--- config.mk ---
export PLATFORM = sky130hd
export DESIGN_NAME = se_mul_feeder
export DESIGN_NICKNAME = d
export VERILOG_FILES = /design/src/rtl/se_pkg.sv /design/src/rtl/se_skid_fifo.sv /design/src/rtl/se_mul_feeder.sv
export SDC_FILE = /design/constraint.sdc
export NUM_CORES = 2
export LEC_CHECK = 0
export ABC_AREA = 1
export CAP_MARGIN = 20
export CORE_AREA = 2 2 380 382
export CTS_CLUSTER_SIZE = 30
export DETAILED_ROUTE_END_ITERATION = 16
export DIE_AREA = 0 0 382 384
export GPL_ROUTABILITY_DRIVEN = 0
export PLACE_DENSITY = 0.75
export SLEW_MARGIN = 20
export SYNTH_ARGS = -nofsm -noshare
export SYNTH_HDL_FRONTEND = slang
export SYNTH_SLANG_ARGS = --single-unit
export TNS_END_PERCENT = 20
--- constraint.sdc ---
create_clock -name clk -period 23.7 [get_ports clk]
set_input_delay 4.74 -clock clk [delete_from_list [all_inputs] [get_ports clk]]
set_output_delay 4.74 -clock clk [all_outputs]
set_load 0.03 [all_outputs]
--- src/rtl/se_pkg.sv ---
// Shared constants and FSM encoding for the SE multiplier operand feeder.
package se_pkg;

  localparam int BITSIZE       = 14;
  localparam int FRAC_BITS     = 7;
  localparam int NUM_INSTANCES = 16;
  localparam int ADDR_W        = 13;

  localparam int VEC_W  = BITSIZE * NUM_INSTANCES;
  localparam int FIFO_W = 2 * VEC_W + ADDR_W;

  typedef enum logic [1:0] {
    ST_IDLE  = 2'd0,
    ST_FETCH = 2'd1,
    ST_DRAIN = 2'd2,
    ST_DONE  = 2'd3
  } state_e;

endpackage

--- src/rtl/se_skid_fifo.sv ---
// Two-entry skid FIFO parking SRAM returns while the multiplier stalls.
module se_skid_fifo
  import se_pkg::*;
#(
  parameter int W = FIFO_W
) (
  input  logic         clk,
  input  logic         rst,
  input  logic         push,
  input  logic         pop,
  input  logic [W-1:0] din,
  output logic [1:0]   count,
  output logic [W-1:0] head
);

  logic [W-1:0] mem_q [2];
  logic [W-1:0] mem_d [2];
  logic         wr_ptr_q, wr_ptr_d;
  logic         rd_ptr_q, rd_ptr_d;
  logic [1:0]   count_q, count_d;
  logic         do_push, do_pop;

  assign do_pop  = pop && (count_q != 2'd0);
  // A push into a full FIFO is only accepted when a pop frees a slot on the same edge.
  assign do_push = push && ((count_q != 2'd2) || do_pop);

  always_comb begin
    mem_d    = mem_q;
    wr_ptr_d = wr_ptr_q;
    rd_ptr_d = rd_ptr_q;
    count_d  = count_q;
    if (do_push) begin
      mem_d[wr_ptr_q] = din;
      wr_ptr_d        = ~wr_ptr_q;
    end
    if (do_pop) begin
      rd_ptr_d = ~rd_ptr_q;
    end
    count_d = count_q + {1'b0, do_push} - {1'b0, do_pop};
  end

  always_ff @(posedge clk or negedge rst) begin
    if (!rst) begin
      wr_ptr_q <= 1'b0;
      rd_ptr_q <= 1'b0;
      count_q  <= 2'd0;
    end else begin
      wr_ptr_q <= wr_ptr_d;
      rd_ptr_q <= rd_ptr_d;
      count_q  <= count_d;
    end
  end

  always_ff @(posedge clk) begin
    mem_q <= mem_d;
  end

  assign count = count_q;
  assign head  = mem_q[rd_ptr_q];

endmodule

--- src/rtl/se_mul_feeder.sv ---
// Operand feeder: reads feature/weight vectors from SRAM and streams them into the SE multiplier.
module se_mul_feeder #(
  parameter int BITSIZE       = se_pkg::BITSIZE,
  parameter int NUM_INSTANCES = se_pkg::NUM_INSTANCES,
  parameter int ADDR_W        = se_pkg::ADDR_W
) (
  input  logic                             clk,
  input  logic                             rst,
  input  logic                             go,
  input  logic [ADDR_W-1:0]                num_vec,
  input  logic [ADDR_W-1:0]                fm_base,
  input  logic [ADDR_W-1:0]                w_base,
  input  logic                             hold,
  output logic                             busy,
  output logic                             done,
  output logic                             fm_rd_en,
  output logic [ADDR_W-1:0]                fm_rd_addr,
  input  logic [BITSIZE*NUM_INSTANCES-1:0] fm_rd_data,
  output logic                             w_rd_en,
  output logic [ADDR_W-1:0]                w_rd_addr,
  input  logic [BITSIZE*NUM_INSTANCES-1:0] w_rd_data,
  output logic [BITSIZE*NUM_INSTANCES-1:0] data_out,
  output logic [BITSIZE*NUM_INSTANCES-1:0] weights_out,
  output logic                             start_flag,
  output logic [ADDR_W-1:0]                in_address
);
  import se_pkg::*;

  localparam int V_W = BITSIZE * NUM_INSTANCES;
  localparam int E_W = 2 * V_W + ADDR_W;

  state_e            state_q, state_d;
  logic [ADDR_W-1:0] num_q, num_d;
  logic [ADDR_W-1:0] fm_base_q, fm_base_d;
  logic [ADDR_W-1:0] w_base_q, w_base_d;
  logic [ADDR_W-1:0] issued_q, issued_d;
  logic [ADDR_W-1:0] launched_q, launched_d;
  logic              rd_en_q, rd_en_d;
  logic [ADDR_W-1:0] fm_addr_q, fm_addr_d;
  logic [ADDR_W-1:0] w_addr_q, w_addr_d;
  logic [ADDR_W-1:0] rd_idx_q, rd_idx_d;
  logic              ret_vld_q, ret_vld_d;
  logic [ADDR_W-1:0] ret_idx_q, ret_idx_d;
  logic [V_W-1:0]    data_q, data_d;
  logic [V_W-1:0]    wts_q, wts_d;
  logic [ADDR_W-1:0] idx_q, idx_d;
  logic              start_q, start_d;
  logic              busy_q, busy_d;
  logic              done_q, done_d;

  logic              run_go;
  logic [ADDR_W-1:0] cfg_num, cfg_fm, cfg_w, issued_cur;
  logic              launch_fifo, launch_byp;
  logic              fifo_push, fifo_pop, fifo_next_empty;
  logic [1:0]        fifo_count;
  logic [E_W-1:0]    fifo_head, fifo_din;
  logic [2:0]        pending;
  logic              can_issue;

  // Config is used straight from the ports on the go edge so the first read issues immediately.
  assign run_go     = (state_q == ST_IDLE) && go;
  assign cfg_num    = run_go ? num_vec : num_q;
  assign cfg_fm     = run_go ? fm_base : fm_base_q;
  assign cfg_w      = run_go ? w_base  : w_base_q;
  assign issued_cur = (state_q == ST_IDLE) ? '0 : issued_q;

  // Return stage: the FIFO head is always older than data arriving from SRAM.
  assign launch_fifo = !hold && (fifo_count != 2'd0);
  assign launch_byp  = !hold && (fifo_count == 2'd0) && ret_vld_q;
  assign fifo_push   = ret_vld_q && !launch_byp;
  assign fifo_pop    = launch_fifo;
  assign fifo_din    = {fm_rd_data, w_rd_data, ret_idx_q};
  assign fifo_next_empty = (fifo_count == 2'd0 && !fifo_push) ||
                           (fifo_count == 2'd1 && fifo_pop && !fifo_push);

  // Unlaunched vectors left after this edge, before any new issue; capped at the FIFO depth.
  assign pending = {1'b0, fifo_count} + {2'b00, rd_en_q} + {2'b00, ret_vld_q}
                 - {2'b00, (launch_fifo || launch_byp)};

  assign can_issue = !hold && (run_go || state_q == ST_FETCH) &&
                     (issued_cur < cfg_num) && (pending < 3'd2);

  se_skid_fifo #(
    .W (E_W)
  ) u_skid (
    .clk   (clk),
    .rst   (rst),
    .push  (fifo_push),
    .pop   (fifo_pop),
    .din   (fifo_din),
    .count (fifo_count),
    .head  (fifo_head)
  );

  always_comb begin
    state_d    = state_q;
    num_d      = num_q;
    fm_base_d  = fm_base_q;
    w_base_d   = w_base_q;
    issued_d   = issued_q;
    launched_d = launched_q;
    rd_en_d    = 1'b0;
    fm_addr_d  = fm_addr_q;
    w_addr_d   = w_addr_q;
    rd_idx_d   = rd_idx_q;
    ret_vld_d  = rd_en_q;
    ret_idx_d  = rd_idx_q;
    data_d     = data_q;
    wts_d      = wts_q;
    idx_d      = idx_q;
    start_d    = 1'b0;
    done_d     = 1'b0;

    if (state_q == ST_IDLE) begin
      issued_d   = '0;
      launched_d = '0;
    end

    if (can_issue) begin
      rd_en_d   = 1'b1;
      fm_addr_d = cfg_fm + issued_cur;
      w_addr_d  = cfg_w + issued_cur;
      rd_idx_d  = issued_cur;
      issued_d  = issued_cur + ADDR_W'(1);
    end

    if (launch_fifo) begin
      {data_d, wts_d, idx_d} = fifo_head;
      start_d    = 1'b1;
      launched_d = launched_q + ADDR_W'(1);
    end else if (launch_byp) begin
      data_d     = fm_rd_data;
      wts_d      = w_rd_data;
      idx_d      = ret_idx_q;
      start_d    = 1'b1;
      launched_d = launched_q + ADDR_W'(1);
    end

    case (state_q)
      ST_IDLE: begin
        if (go) begin
          num_d     = num_vec;
          fm_base_d = fm_base;
          w_base_d  = w_base;
          state_d   = (num_vec == '0) ? ST_DONE : ST_FETCH;
        end
      end
      ST_FETCH: begin
        if (issued_d == num_q) state_d = ST_DRAIN;
      end
      ST_DRAIN: begin
        if ((launched_d == num_q) && fifo_next_empty && !rd_en_d && !ret_vld_d)
          state_d = ST_DONE;
      end
      ST_DONE: begin
        done_d  = 1'b1;
        state_d = ST_IDLE;
      end
    endcase

    busy_d = (state_d == ST_FETCH) || (state_d == ST_DRAIN);
  end

  always_ff @(posedge clk or negedge rst) begin
    if (!rst) begin
      state_q    <= ST_IDLE;
      num_q      <= '0;
      fm_base_q  <= '0;
      w_base_q   <= '0;
      issued_q   <= '0;
      launched_q <= '0;
      rd_en_q    <= 1'b0;
      fm_addr_q  <= '0;
      w_addr_q   <= '0;
      rd_idx_q   <= '0;
      ret_vld_q  <= 1'b0;
      ret_idx_q  <= '0;
      data_q     <= '0;
      wts_q      <= '0;
      idx_q      <= '0;
      start_q    <= 1'b0;
      busy_q     <= 1'b0;
      done_q     <= 1'b0;
    end else begin
      state_q    <= state_d;
      num_q      <= num_d;
      fm_base_q  <= fm_base_d;
      w_base_q   <= w_base_d;
      issued_q   <= issued_d;
      launched_q <= launched_d;
      rd_en_q    <= rd_en_d;
      fm_addr_q  <= fm_addr_d;
      w_addr_q   <= w_addr_d;
      rd_idx_q   <= rd_idx_d;
      ret_vld_q  <= ret_vld_d;
      ret_idx_q  <= ret_idx_d;
      data_q     <= data_d;
      wts_q      <= wts_d;
      idx_q      <= idx_d;
      start_q    <= start_d;
      busy_q     <= busy_d;
      done_q     <= done_d;
    end
  end

  assign busy        = busy_q;
  assign done        = done_q;
  assign fm_rd_en    = rd_en_q;
  assign w_rd_en     = rd_en_q;
  assign fm_rd_addr  = fm_addr_q;
  assign w_rd_addr   = w_addr_q;
  assign data_out    = data_q;
  assign weights_out = wts_q;
  assign start_flag  = start_q;
  assign in_address  = idx_q;

endmodule

==> impl_metrics.py <==
metrics = {
    "status": {
        "run_status": "complete, no violations",
    },
    "logic_synthesis": {
        "cell_area_after_synthesis_mm2": 0.0605,
        "post_synth_inst_count": 4954,
        "synth-edff-count": 922,
        "synthesis.nets": 5489,
        "synth_simple_gate_area_share_pct": 11.3,
        "synthTopCellsByArea": "sky130_fd_sc_hd__edfxtp_1, sky130_fd_sc_hd__dfrtp_1, sky130_fd_sc_hd__o211ai_1",
        "synth_top_family_by_area": "compound AO/OA/AOI/OAI gates",
        "synth.yosys.warnings": 0,
        "commonest_register_cell_after_synthesis": "sky130_fd_sc_hd__edfxtp_1",
        "post_synth_xor_area_fraction_pct": 0.435,
        "synth_top_cell_area_share_pct": 45.8,
        "biggest_area_consumer_among_synthesized_cells": "sky130_fd_sc_hd__edfxtp_1",
        "netlist-cell-type-count": 46,
        "synthesis.area_per_instance_um2": 12.2,
        "synth_mux_area_share_pct": 0,
        "synth_sequential_area_ratio_pct": 70.2,
        "yosys.area_share.adder_pct": 0.948,
        "yosys_register_bits": 1511,
        "synth_compound_gate_area_share_pct": 14.3,
        "synthArstFlopShare_pct": 39.0,
    },
    "pwr": {
        "peakVddDrop_v": 0.0000936,
        "power.switching_fraction_pct": 39.0,
        "power_density_mw_per_mm2": 134,
        "power.static_leakage_nw": 28.2,
        "seqPwrFrac_pct": 37.6,
        "report.power.total_mw": 10.3,
        "power.clock.fraction_pct": 23.3,
        "power.share.combinational_pct": 39.1,
        "cell_internal_pwr_mw": 6.29,
        "switching_power_mw": 4.02,
    },
    "die": {
        "die-area_mm2": 0.147,
        "top_level_pins": 983,
        "starting_density_of_the_core_pct": 42.3,
        "fp.coreArea_mm2": 0.143,
        "std_cell_rows": 139,
        "die-height_um": 384,
        "fp.dieW_um": 382,
    },
    "routing": {
        "drc_errors": 0,
        "drtAntennaViolNets": 0,
        "wl_per_cell_um": 23.1,
        "route.detailed.vias_per_inst": 5.61,
        "overall_via_count_from_detail_route": 44200,
        "dr.first_iter.drc_count": 4469,
        "drt-total-wl_um": 182000,
        "drt_first_pass_iters": 6,
    },
    "job": {
        "cap_viol_max_count": 0,
    },
    "setup_path": {
        "data_arrival_time_of_the_worst_path_ns": 9.78,
        "critical_path.max_fanout": 81,
        "crit_type": "in -> reg",
        "timing.critical_path.required_ns": 24.36,
        "worstSetupStartpointType": "input pin",
        "end_kind": "register",
    },
    "clock_network": {
        "clock_sinks": 1511,
        "ctsRootBufferMaster": "sky130_fd_sc_hd__clkbuf_16",
        "hold_buf_cts": 0,
        "ctsLongestPathBuffers": 3,
        "postCtsSetupBuffers": 0,
        "h-tree-depth": 4,
        "cts.reportedPaths.clkPinSlew_ns": 0.06,
        "tritoncts": "built",
        "post_cts_sizing": 0,
        "worst_skew_pair.late_latency_ns": 0.79,
        "cts_buffers": 155,
    },
    "grt": {
        "gr-total-overflow": 0,
        "antenna_found_initial": 53,
        "via_count_of_the_first_global_routing_pass": 43700,
        "grt_pass1_wl_um": 271000,
        "pin_count_of_the_biggest_net_entering_global_routing": 236,
        "grt.total_usage_pct": 24.0,
    },
    "timing": {
        "worst_clock_skew_ns": 0.0335,
        "hold_viol_final": 0,
        "unrepaired_setup_endpoints_after_global_routing": "false",
        "max_clock_freq_mhz": 110,
        "final_max_slew_viol_count": 0,
        "finalSetupViolCount": 0,
        "tightestPinTransition_ns": 1.24,
        "timing.slew.headroom_pct": 17.3,
        "fin_crit_share_pct": 38.4,
        "final_hold_slack_ns": 0.374,
        "final_period_minus_worst_setup_slack_ns": 9.11,
    },
    "layout": {
        "multi_input_comb_area_mm2": 0.0163,
        "register_area_mm2": 0.0424,
        "drive_gt1_share_pct": 13.1,
        "stdcell_area_mm2": 0.0770,
        "num-fill-cells": 11700,
        "flow.area_growth_from_synthesis_pct": 27.4,
        "final_util_pct": 54.0,
        "fin_nets": 6344,
    },
    "hold_path": {
        "holdCritPathClass": "reg -> reg",
    },
    "placed_design": {
        "hpwl_um": 114000,
        "detailed_place.area_mm2": 0.0719,
        "place.port_buffers": 982,
    },
}
[critical path, cell delays in order]
cell and delay, ns:
sky130_fd_sc_hd__clkdlybuf4s50_1 0.55, sky130_fd_sc_hd__nand2_2 0.06, sky130_fd_sc_hd__buf_4 0.32, sky130_fd_sc_hd__o21ai_0 0.39
sky130_fd_sc_hd__ha_1 0.33, sky130_fd_sc_hd__a21oi_1 0.16, sky130_fd_sc_hd__a21oi_1 0.10, sky130_fd_sc_hd__nor2_2 0.81
sky130_fd_sc_hd__nand3_4 0.87, sky130_fd_sc_hd__inv_2 0.44, sky130_fd_sc_hd__nand2_1 0.10, sky130_fd_sc_hd__nand2_1 0.10
sky130_fd_sc_hd__inv_2 0.05, sky130_fd_sc_hd__nand2_1 0.05, sky130_fd_sc_hd__nand2_1 0.07, sky130_fd_sc_hd__nor2_1 0.10
sky130_fd_sc_hd__nand2_1 0.09, sky130_fd_sc_hd__nand2_2 0.08, sky130_fd_sc_hd__nand2_1 0.06, sky130_fd_sc_hd__nand2_2 0.08
sky130_fd_sc_hd__inv_1 0.05, sky130_fd_sc_hd__nand2_1 0.07, sky130_fd_sc_hd__nand2_1 0.06
[layout make-up]
class | count | share of cell area [%]
clock inverters | 72 | 0.932
diodes | 41 | 0.133
multi-input cells | 2990 | 21.2
repair buffers | 1029 | 13.4
flip-flops and latches | 1511 | 55.1
clock buffers | 215 | 5.59
inverters | 122 | 0.604
well taps | 1903 | 3.09
[layout by cell type (no fill, tap or decap), types with 4 or more instances in the layout]
cell / n
sky130_fd_sc_hd__ha_1: 41
sky130_fd_sc_hd__o21bai_1: 5
sky130_fd_sc_hd__nand3_1: 60
sky130_fd_sc_hd__buf_4: 38
sky130_fd_sc_hd__dfrtp_1: 588
sky130_fd_sc_hd__nand2_1: 328
sky130_fd_sc_hd__edfxtp_1: 922
sky130_fd_sc_hd__xnor2_1: 5
sky130_fd_sc_hd__clkbuf_1: 41
sky130_fd_sc_hd__nor4_1: 4
sky130_fd_sc_hd__nor2_4: 6
sky130_fd_sc_hd__buf_12: 9
sky130_fd_sc_hd__xor2_1: 25
sky130_fd_sc_hd__nor2_1: 513
sky130_fd_sc_hd__clkbuf_16: 156
sky130_fd_sc_hd__a21oi_1: 487
sky130_fd_sc_hd__o211ai_1: 461
sky130_fd_sc_hd__nand2_2: 8
sky130_fd_sc_hd__bufinv_16: 9
sky130_fd_sc_hd__inv_1: 115
sky130_fd_sc_hd__clkinv_1: 19
sky130_fd_sc_hd__nand4_2: 4
sky130_fd_sc_hd__diode_2: 41
sky130_fd_sc_hd__nor2_2: 6
sky130_fd_sc_hd__or2_2: 463
sky130_fd_sc_hd__nor3_1: 7
sky130_fd_sc_hd__clkdlybuf4s50_1: 981
sky130_fd_sc_hd__o21ai_0: 522
sky130_fd_sc_hd__inv_2: 4
sky130_fd_sc_hd__clkinv_2: 30
sky130_fd_sc_hd__inv_6: 6
sky130_fd_sc_hd__clkbuf_8: 18
sky130_fd_sc_hd__nand4_1: 18
[power by group through the flow]
stage	Clock (mW)	Sequential, mW	Combinational (mW)
5_1_grt	2.54	3.93	4.29
4_1_cts	2.44	3.87	4.03
3_5_place_dp	0	3.91	4.01
6_report	2.41	3.88	4.03
2_1_floorplan	0	4.78	1.51
3_3_place_gp	0	3.89	3.95
[state kept, by name, indices dropped and copies added (netlist names), 2 cells and up]
signal / count
u_skid.count: 2
launched_q: 13
state_q: 2
rd_idx_q: 13
fm_base_q: 13
data_out: 224
num_q: 13
u_skid.mem_q: 922
w_rd_addr: 13
in_address: 13
w_base_q: 13
fm_rd_addr: 13
issued_q: 13
ret_idx_q: 13
weights_out: 224
[metal layers]
| layer | GRT usage (%) | routed length, µm |
|---|---|---|
| met5 | 0 | 165 |
| met4 | 13.7 | 10000 |
| met3 | 5.26 | 15100 |
| met2 | 37.5 | 86800 |
| met1 | 31.0 | 70300 |
[path summary, 6_finish.rpt]
| kind | start | to | slack [ns] | depth (start not counted) |
|---|---|---|---|---|
| worst max-delay path | go | busy | 14.59 | 23 |
| worst min register to register | rd_idx_q[8] | ret_idx_q[8] | 0.37 | 0 |
| worst min-delay path | rd_idx_q[8] | ret_idx_q[8] | 0.37 | 0 |
| min in group asynchronous | rst | weights_out[81] | 3.92 | 1 |
| worst max register to register | state_q[1] | busy | 17.88 | 23 |
| max in group asynchronous | rst | data_out[119] | 15.33 | 6 |
[cells by family (layout without fill, tap and decap cells)]
family          Yosys count  count (layout)
buf+inv                 453            1438
simple gates           1430            1430
other cells               0              41
flops                  1511            1511
xor+xnor                 30              30
compound gates         1486            1486
fa+ha+maj                44              44
[stage by stage]
step / worst slack, ns / setup TNS [ns] / std cells
6_report: 14.59 / 0 / 7883
5_1_grt: 14.15 / 0 / 7879
4_1_cts: 14.71 / 0 / 7842
3_5_place_dp: 13.92 / 0 / 7555
3_3_place_gp: 13.73 / 0 / 7554
2_1_floorplan: -1.82 / -1681.77 / 4954
[Yosys cell counts (2+ instances only)]
cell	number
sky130_fd_sc_hd__nand4_1	18
sky130_fd_sc_hd__nand2_2	9
sky130_fd_sc_hd__nand3_2	3
sky130_fd_sc_hd__buf_2	5
sky130_fd_sc_hd__nor2_4	3
sky130_fd_sc_hd__nand4_2	4
sky130_fd_sc_hd__nand3_1	60
sky130_fd_sc_hd__ha_1	41
sky130_fd_sc_hd__o211ai_1	461
sky130_fd_sc_hd__dfrtp_1	589
sky130_fd_sc_hd__nand3b_1	2
sky130_fd_sc_hd__a21oi_1	487
sky130_fd_sc_hd__fa_1	3
sky130_fd_sc_hd__nor3_1	7
sky130_fd_sc_hd__a211oi_1	2
sky130_fd_sc_hd__edfxtp_1	922
sky130_fd_sc_hd__buf_6	4
sky130_fd_sc_hd__clkinv_1	2
sky130_fd_sc_hd__o21ai_0	522
sky130_fd_sc_hd__nand2_1	329
sky130_fd_sc_hd__o31ai_1	3
sky130_fd_sc_hd__or2_2	463
sky130_fd_sc_hd__xnor2_1	5
sky130_fd_sc_hd__xor2_1	25
sky130_fd_sc_hd__buf_1	3
sky130_fd_sc_hd__buf_4	2
sky130_fd_sc_hd__inv_1	116
sky130_fd_sc_hd__nor2_1	516
sky130_fd_sc_hd__clkbuf_1	316
sky130_fd_sc_hd__nor4_1	4
sky130_fd_sc_hd__o21bai_1	5
sky130_fd_sc_hd__inv_2	4
sky130_fd_sc_hd__nor2_2	6
No activity file was read; power rests on OpenSTA's default activity.
